--- src/rtl/fetch_pkg.sv ---
// Shared types and constants for the instruction fetch slice.
package fetch_pkg;

    localparam logic [31:0] FETCH_NOP = 32'h0000_0013;

    typedef struct packed {
        logic [31:0] instr;
        logic [31:0] pc;
        logic        misaligned;
    } fetch_entry_t;

endpackage

--- src/rtl/instruction_fetch_if.sv ---
// Fetch-to-decode handshake; instr_misaligned exists only with FETCH_MISALIGN_CHECK_EN.
interface instruction_fetch_if;

    logic        instr_valid;
    logic [31:0] instr;
    logic [31:0] instr_pc;
    logic        instr_ready;
`ifdef FETCH_MISALIGN_CHECK_EN
    logic        instr_misaligned;

    modport master (output instr_valid, output instr, output instr_pc,
                    output instr_misaligned, input instr_ready);
    modport slave  (input instr_valid, input instr, input instr_pc,
                    input instr_misaligned, output instr_ready);
`else
    modport master (output instr_valid, output instr, output instr_pc,
                    input instr_ready);
    modport slave  (input instr_valid, input instr, input instr_pc,
                    output instr_ready);
`endif

endinterface

--- src/rtl/fetch_fifo.sv ---
// Synchronous FIFO of fetch entries; reset clears storage, clear only empties it.
module fetch_fifo
    import fetch_pkg::*;
#(
    parameter int unsigned DEPTH = 2,
    localparam int unsigned AW = $clog2(DEPTH),
    localparam int unsigned CW = AW + 1
) (
    input  logic         i_Clock,
    input  logic         i_Reset_n,
    input  logic         clear,
    input  logic         push,
    input  fetch_entry_t push_entry,
    input  logic         pop,
    output fetch_entry_t head,
    output logic [CW-1:0] count,
    output logic         empty
);

    fetch_entry_t  mem [DEPTH];
    logic [AW-1:0] wr_ptr;
    logic [AW-1:0] rd_ptr;
    logic          do_pop;

    always_comb begin
        empty  = (count == '0);
        do_pop = pop && !empty;
        head   = mem[rd_ptr];
    end

    always_ff @(posedge i_Clock) begin
        if (!i_Reset_n) begin
            wr_ptr <= '0;
            rd_ptr <= '0;
            count  <= '0;
            for (int unsigned i = 0; i < DEPTH; i++) begin
                mem[AW'(i)] <= '0;
            end
        end else if (clear) begin
            wr_ptr <= '0;
            rd_ptr <= '0;
            count  <= '0;
        end else begin
            if (push) begin
                mem[wr_ptr] <= push_entry;
                wr_ptr      <= wr_ptr + AW'(1);
            end
            if (do_pop) begin
                rd_ptr <= rd_ptr + AW'(1);
            end
            count <= count + {{(CW-1){1'b0}}, push} - {{(CW-1){1'b0}}, do_pop};
        end
    end

endmodule

--- src/rtl/instruction_fetch.sv ---
// Fetch stage: credit-gated PC accept, one-cycle memory read, entry FIFO to decode.
// Optional FETCH_MISALIGN_CHECK_EN substitutes a NOP for misaligned fetches.
module instruction_fetch
    import fetch_pkg::*;
#(
    parameter int unsigned DEPTH = 2
) (
    input  logic        i_Clock,
    input  logic        i_Reset_n,
    input  logic [31:0] i_PC,
    input  logic        i_FetchValid,
    output logic        o_FetchReady,
    output logic        o_MemReadEnable,
    output logic [31:0] o_MemAddr,
    input  logic [31:0] i_MemData,
    input  logic        i_Flush,
    instruction_fetch_if.master dec
);

    localparam int unsigned CW = $clog2(DEPTH) + 1;

    logic [CW-1:0] fifo_count;
    logic          fifo_empty;
    fetch_entry_t  head;
    fetch_entry_t  push_entry;
    logic          inflight;
    logic [31:0]   inflight_pc;
    logic          inflight_mis;
    logic          pop;
    logic          push;
    logic          accept;
    logic          pc_mis;
    logic [CW:0]   credit_used;

    // Credits count buffered plus in-flight entries, so a push never finds the FIFO full.
    always_comb begin
        pop          = !fifo_empty && dec.instr_ready;
        credit_used  = {1'b0, fifo_count} + {{CW{1'b0}}, inflight} - {{CW{1'b0}}, pop};
        o_FetchReady = i_Reset_n && !i_Flush && (credit_used < (CW+1)'(DEPTH));
        accept       = i_FetchValid && o_FetchReady;
`ifdef FETCH_MISALIGN_CHECK_EN
        pc_mis          = (i_PC[1:0] != 2'b00);
        o_MemReadEnable = accept && !pc_mis;
        o_MemAddr       = i_PC;
`else
        pc_mis          = 1'b0;
        o_MemReadEnable = accept;
        o_MemAddr       = {i_PC[31:2], 2'b00};
`endif
    end

    always_ff @(posedge i_Clock) begin
        if (!i_Reset_n || i_Flush) begin
            inflight     <= 1'b0;
            inflight_pc  <= '0;
            inflight_mis <= 1'b0;
        end else begin
            inflight <= accept;
            if (accept) begin
                inflight_pc  <= i_PC;
                inflight_mis <= pc_mis;
            end
        end
    end

    always_comb begin
        push                  = inflight && !i_Flush;
        push_entry.instr      = inflight_mis ? FETCH_NOP : i_MemData;
        push_entry.pc         = inflight_pc;
        push_entry.misaligned = inflight_mis;
    end

    fetch_fifo #(.DEPTH(DEPTH)) u_fifo (
        .i_Clock    (i_Clock),
        .i_Reset_n  (i_Reset_n),
        .clear      (i_Flush),
        .push       (push),
        .push_entry (push_entry),
        .pop        (pop),
        .head       (head),
        .count      (fifo_count),
        .empty      (fifo_empty)
    );

    always_comb begin
        dec.instr_valid = !fifo_empty;
        dec.instr       = head.instr;
        dec.instr_pc    = head.pc;
    end

`ifdef FETCH_MISALIGN_CHECK_EN
    assign dec.instr_misaligned = head.misaligned;
`else
    logic unused_misaligned;
    assign unused_misaligned = head.misaligned;
`endif

endmodule

--- src/flat_wrapper.sv ---
// flat-port wrapper written by rule: the top's interface ports become plain ports
module instruction_fetch_flat import fetch_pkg::*;
#(
    parameter int unsigned DEPTH = 2
)
  (i_Clock, i_Reset_n, i_PC, i_FetchValid, o_FetchReady, o_MemReadEnable, o_MemAddr, i_MemData, i_Flush, dec_instr_valid, dec_instr, dec_instr_pc, dec_instr_ready);
  instruction_fetch_if dec_i ();
  input  logic i_Clock;
  input  logic i_Reset_n;
  input  logic [31:0] i_PC;
  input  logic i_FetchValid;
  output logic o_FetchReady;
  output logic o_MemReadEnable;
  output logic [31:0] o_MemAddr;
  input  logic [31:0] i_MemData;
  input  logic i_Flush;
  output wire logic [$bits(dec_i.instr_valid)-1:0] dec_instr_valid;
  output wire logic [$bits(dec_i.instr)-1:0] dec_instr;
  output wire logic [$bits(dec_i.instr_pc)-1:0] dec_instr_pc;
  input wire logic [$bits(dec_i.instr_ready)-1:0] dec_instr_ready;
  assign dec_instr_valid = dec_i.instr_valid;
  assign dec_instr = dec_i.instr;
  assign dec_instr_pc = dec_i.instr_pc;
  assign dec_i.instr_ready = dec_instr_ready;
  instruction_fetch #(.DEPTH(DEPTH)) u_core (.i_Clock(i_Clock), .i_Reset_n(i_Reset_n), .i_PC(i_PC), .i_FetchValid(i_FetchValid), .o_FetchReady(o_FetchReady), .o_MemReadEnable(o_MemReadEnable), .o_MemAddr(o_MemAddr), .i_MemData(i_MemData), .i_Flush(i_Flush), .dec(dec_i));
endmodule
--- config.mk ---
export PLATFORM = sky130hd
export DESIGN_NAME = instruction_fetch_flat
export DESIGN_NICKNAME = d
export VERILOG_FILES = /design/src/rtl/fetch_pkg.sv /design/src/rtl/instruction_fetch_if.sv /design/src/rtl/fetch_fifo.sv /design/src/rtl/instruction_fetch.sv /design/src/flat_wrapper.sv
export SDC_FILE = /design/constraint.sdc
export NUM_CORES = 1
export LEC_CHECK = 0
export ABC_AREA = 1
export CAP_MARGIN = 10
export CORE_MARGIN = 3
export CORE_UTILIZATION = 55
export CTS_CLUSTER_DIAMETER = 50
export DETAILED_ROUTE_END_ITERATION = 16
export PLACE_DENSITY = 0.94
export SETUP_SLACK_MARGIN = 0.1
export SKIP_CTS_REPAIR_TIMING = 1
export SLEW_MARGIN = 20
export SYNTH_ARGS = -nofsm -noshare
export SYNTH_HDL_FRONTEND = slang
export SYNTH_SLANG_ARGS = --single-unit
--- constraint.sdc ---
create_clock -name i_Clock -period 7.9 [get_ports i_Clock]
set_input_delay 1.185 -clock i_Clock [delete_from_list [all_inputs] [get_ports i_Clock]]
set_output_delay 1.185 -clock i_Clock [all_outputs]
set_load 0.005 [all_outputs]
==> summary.txt <==
RSZ-0062 raised after global routing: no
Placed Instances: 1001
WP data arrival: 4.71 ns
Synth Area in Compound Gates: 0.00498
Hold Violations, Final: 0
Req. time, crit path: 6.71 ns
Sequential-to-total area share from yosys stat: 0.610
Synth Warn #: 0
Initial antenna violation count: 0
Nets: 917
Effective utilization at floorplan: 0.565
Fin. max-slew vios: 0
TritonCTS clock tree: built
Worst-path clk slew: 0.06 ns
Synth Area in Adders: 0.00763
Starting DRT DRC Count: 373
Commonest non-fill, non-tap cell in the layout: clkdlybuf4s50_1
Filler instances: 934
Avg Inst Size Synth: 10.4 sq um
Commonest non-fill, non-tap cells in the layout: clkdlybuf4s50_1 (165), nor2_1 (161), inv_1 (139)
GP Congestion: 0.787
Critical path cell sequence: clkdlybuf4s50_1, o21a_1, ha_1, or2_2, fa_1, inv_1, nor2_4, nand3_4, inv_1, clkdlybuf4s50_1
Drt wl/cell: 14.3 microns
Die area: 0.0152 sq mm
HPWL after detailed placement: 9270 microns
Critical path's top delay family: simple AND/OR/NAND/NOR gates
Final setup margin: 2.00 ns
Seq. cell area: 0.00461 sq mm
Drt drc: 0
Via count: 5052
Row count: 42
Die W: 123 microns
I/O pin total: 168
Die Y: 123 microns
Vias in the first global route: 4871
Dpl ws: 2.00 ns
Status: finished clean
Global-route wire length before repair: 23200 microns
Worst Max-Slew Pin Slew: 0.923 ns
CP peak stage delay: 0.59 ns
First-pass DRT Iterations: 4
Simple-gate area share of the yosys netlist: 0.151
Final Cycle Share: 0.747
Synth Area in XOR/XNOR: 0.00116
Clock Sinks: 166
Post-DP Area: 0.00903 sq mm
Clock latency on the worst-skew pair: 0.41 ns
Pwr Density: 204 mW/mm^2
Antenna viol nets, final: 0
Antenna cells: 0
Root Driver: clkbuf_16
Mux cell area share after synthesis: 0.0955
Min-delay worst type: register to register
Port buffer count: 165
Register bit total from synthesis: 166
Num CTS Buffers: 17
Leakage power: 0.00391 uW
Share of layout cells above drive strength 1: 0.124
Synthesized area: 0.00754 sq mm
Setup Viol. Count Final: 0
Slew HR: 0.384
Worst setup EP type: output pin
Synth-to-Final Area Change: 27.5%
Post-synthesis cell type count: 26
Final min period: 5.90 ns
Yosys top cell by area: edfxtp_1
Slowest-stage cell, CP: nor2_4
Gr usage total: 0.199
Grt ovf: 0
Htree depth: 4
Final instance area: 0.00962 sq mm
VDD IR max: 0.132 mV
Largest family of logic cells by synthesized area: simple AND/OR/NAND/NOR gates
Top post-synthesis cells by area: edfxtp_1 (51%), dfxtp_1 (10%), mux2_2 (9.6%)
Worst Skew: 0.00734 ns
Critical path class: input pin to output pin
Worst setup SP type: input pin
Core ar.: 0.0133 sq mm
Multi-input logic area: 0.00200 sq mm
TNS Setup: 0 ns
DR vias/cell: 4.89
Max-Cap Viols: 0
Non-Filler Instances: 1033
Crit-path max FO: 34
Routed WL: 14800 microns
PnR Total Power: 1960 uW
Synth top area share: 0.510
Synth Instances: 725
Fmax: 0.170 GHz
Clock Tree Buf Depth: 2
Bufs and invs on worst path: 4
Largest net degree at the start of global routing: 66
## worst paths after layout
| path | startpoint | end | slack [ns] | depth (start not counted) |
|---|---|---|---|---|
| hold reg to reg | u_core.u_fifo.rd_ptr | register | 0.46 | 1 |
| setup / recovery | dec_instr_ready | o_MemReadEnable | 2.00 | 10 |
| hold / removal | u_core.u_fifo.rd_ptr | register | 0.46 | 1 |
| setup reg to reg | u_core.u_fifo.count[1] | u_core.inflight_pc[4] | 4.58 | 10 |
## synth_stat cells
cell type	number
fa_1	1
a21oi_1	4
buf_2	24
mux2_2	64
o21a_1	1
buf_6	3
clkbuf_1	3
nand2_1	72
inv_1	139
nor2_4	1
ha_1	3
inv_2	2
buf_1	3
nand3_1	2
edfxtp_1	128
conb_1	1
nand4_1	32
o21ai_0	2
buf_4	35
dfxtp_1	38
nor2_1	161
nand3_4	1
nand3_2	1
or2_2	1
nand2_2	2
xnor2_1	1
## metal layers
layer,routed length [microns],GRT usage,up-vias,part of all wire
met5,0,0,-,0
met2,7660,0.353,189,0.52
li1,-,-,2504,-
met3,986,0.0476,25,0.067
met1,5840,0.232,2334,0.39
met4,331,0.0837,0,0.022
## report_power, final
group          total (uW)  switching (uW)  leakage [uW]  internal [uW]
Sequential            979            8.89       0.00163            970
Combinational         175            79.2       0.00199           96.2
Clock                 806             309      0.000291            497
## worst register-to-register path, cell delays in order (launching register included)
cell,delay [ns]
dfxtp_1,0.34
o21a_1,0.25
ha_1,0.30
or2_2,0.30
fa_1,0.48
inv_1,0.06
nor2_4,0.59
nand3_4,0.52
nand2_1,0.23
inv_1,0.06
nor2_1,0.11
## flip-flops by register name, indices dropped and copies added (netlist names), named ones only
| signal | cells |
|---|---|
| u_core.inflight | 1 |
| u_core.inflight_pc | 32 |
| u_core.u_fifo.count | 2 |
| u_core.u_fifo.mem | 128 |
| u_core.u_fifo.rd_ptr | 1 |
| u_core.u_fifo.wr_ptr | 1 |
## cell type report
class | count | share of cell area
Inverter | 141 | 0.0550
Clock buffer | 26 | 0.0553
Sequential cell | 166 | 0.479
Tap cell | 176 | 0.0229
Timing Repair Buffer | 167 | 0.173
Clock inverter | 6 | 0.00624
Multi-Input combinational cell | 351 | 0.208
## cells by family (layout without fill, tap and decap cells)
family | count (synthesis) | count (layout)
buf+inv | 209 | 340
fa+ha+maj | 4 | 4
mux | 64 | 64
flops | 166 | 166
compound gates | 7 | 7
simple gates | 273 | 273
other cells | 1 | 2
xor+xnor | 1 | 1
## metrics by stage
stage	hold slack, ns	utilization
after floorplan	0.426	-
after global placement	0.436	0.676
after detailed placement	0.442	0.676
after CTS	0.453	0.721
after global routing	0.498	0.721
final	0.461	0.721
Note: power is estimated with default switching activity, not from simulation.
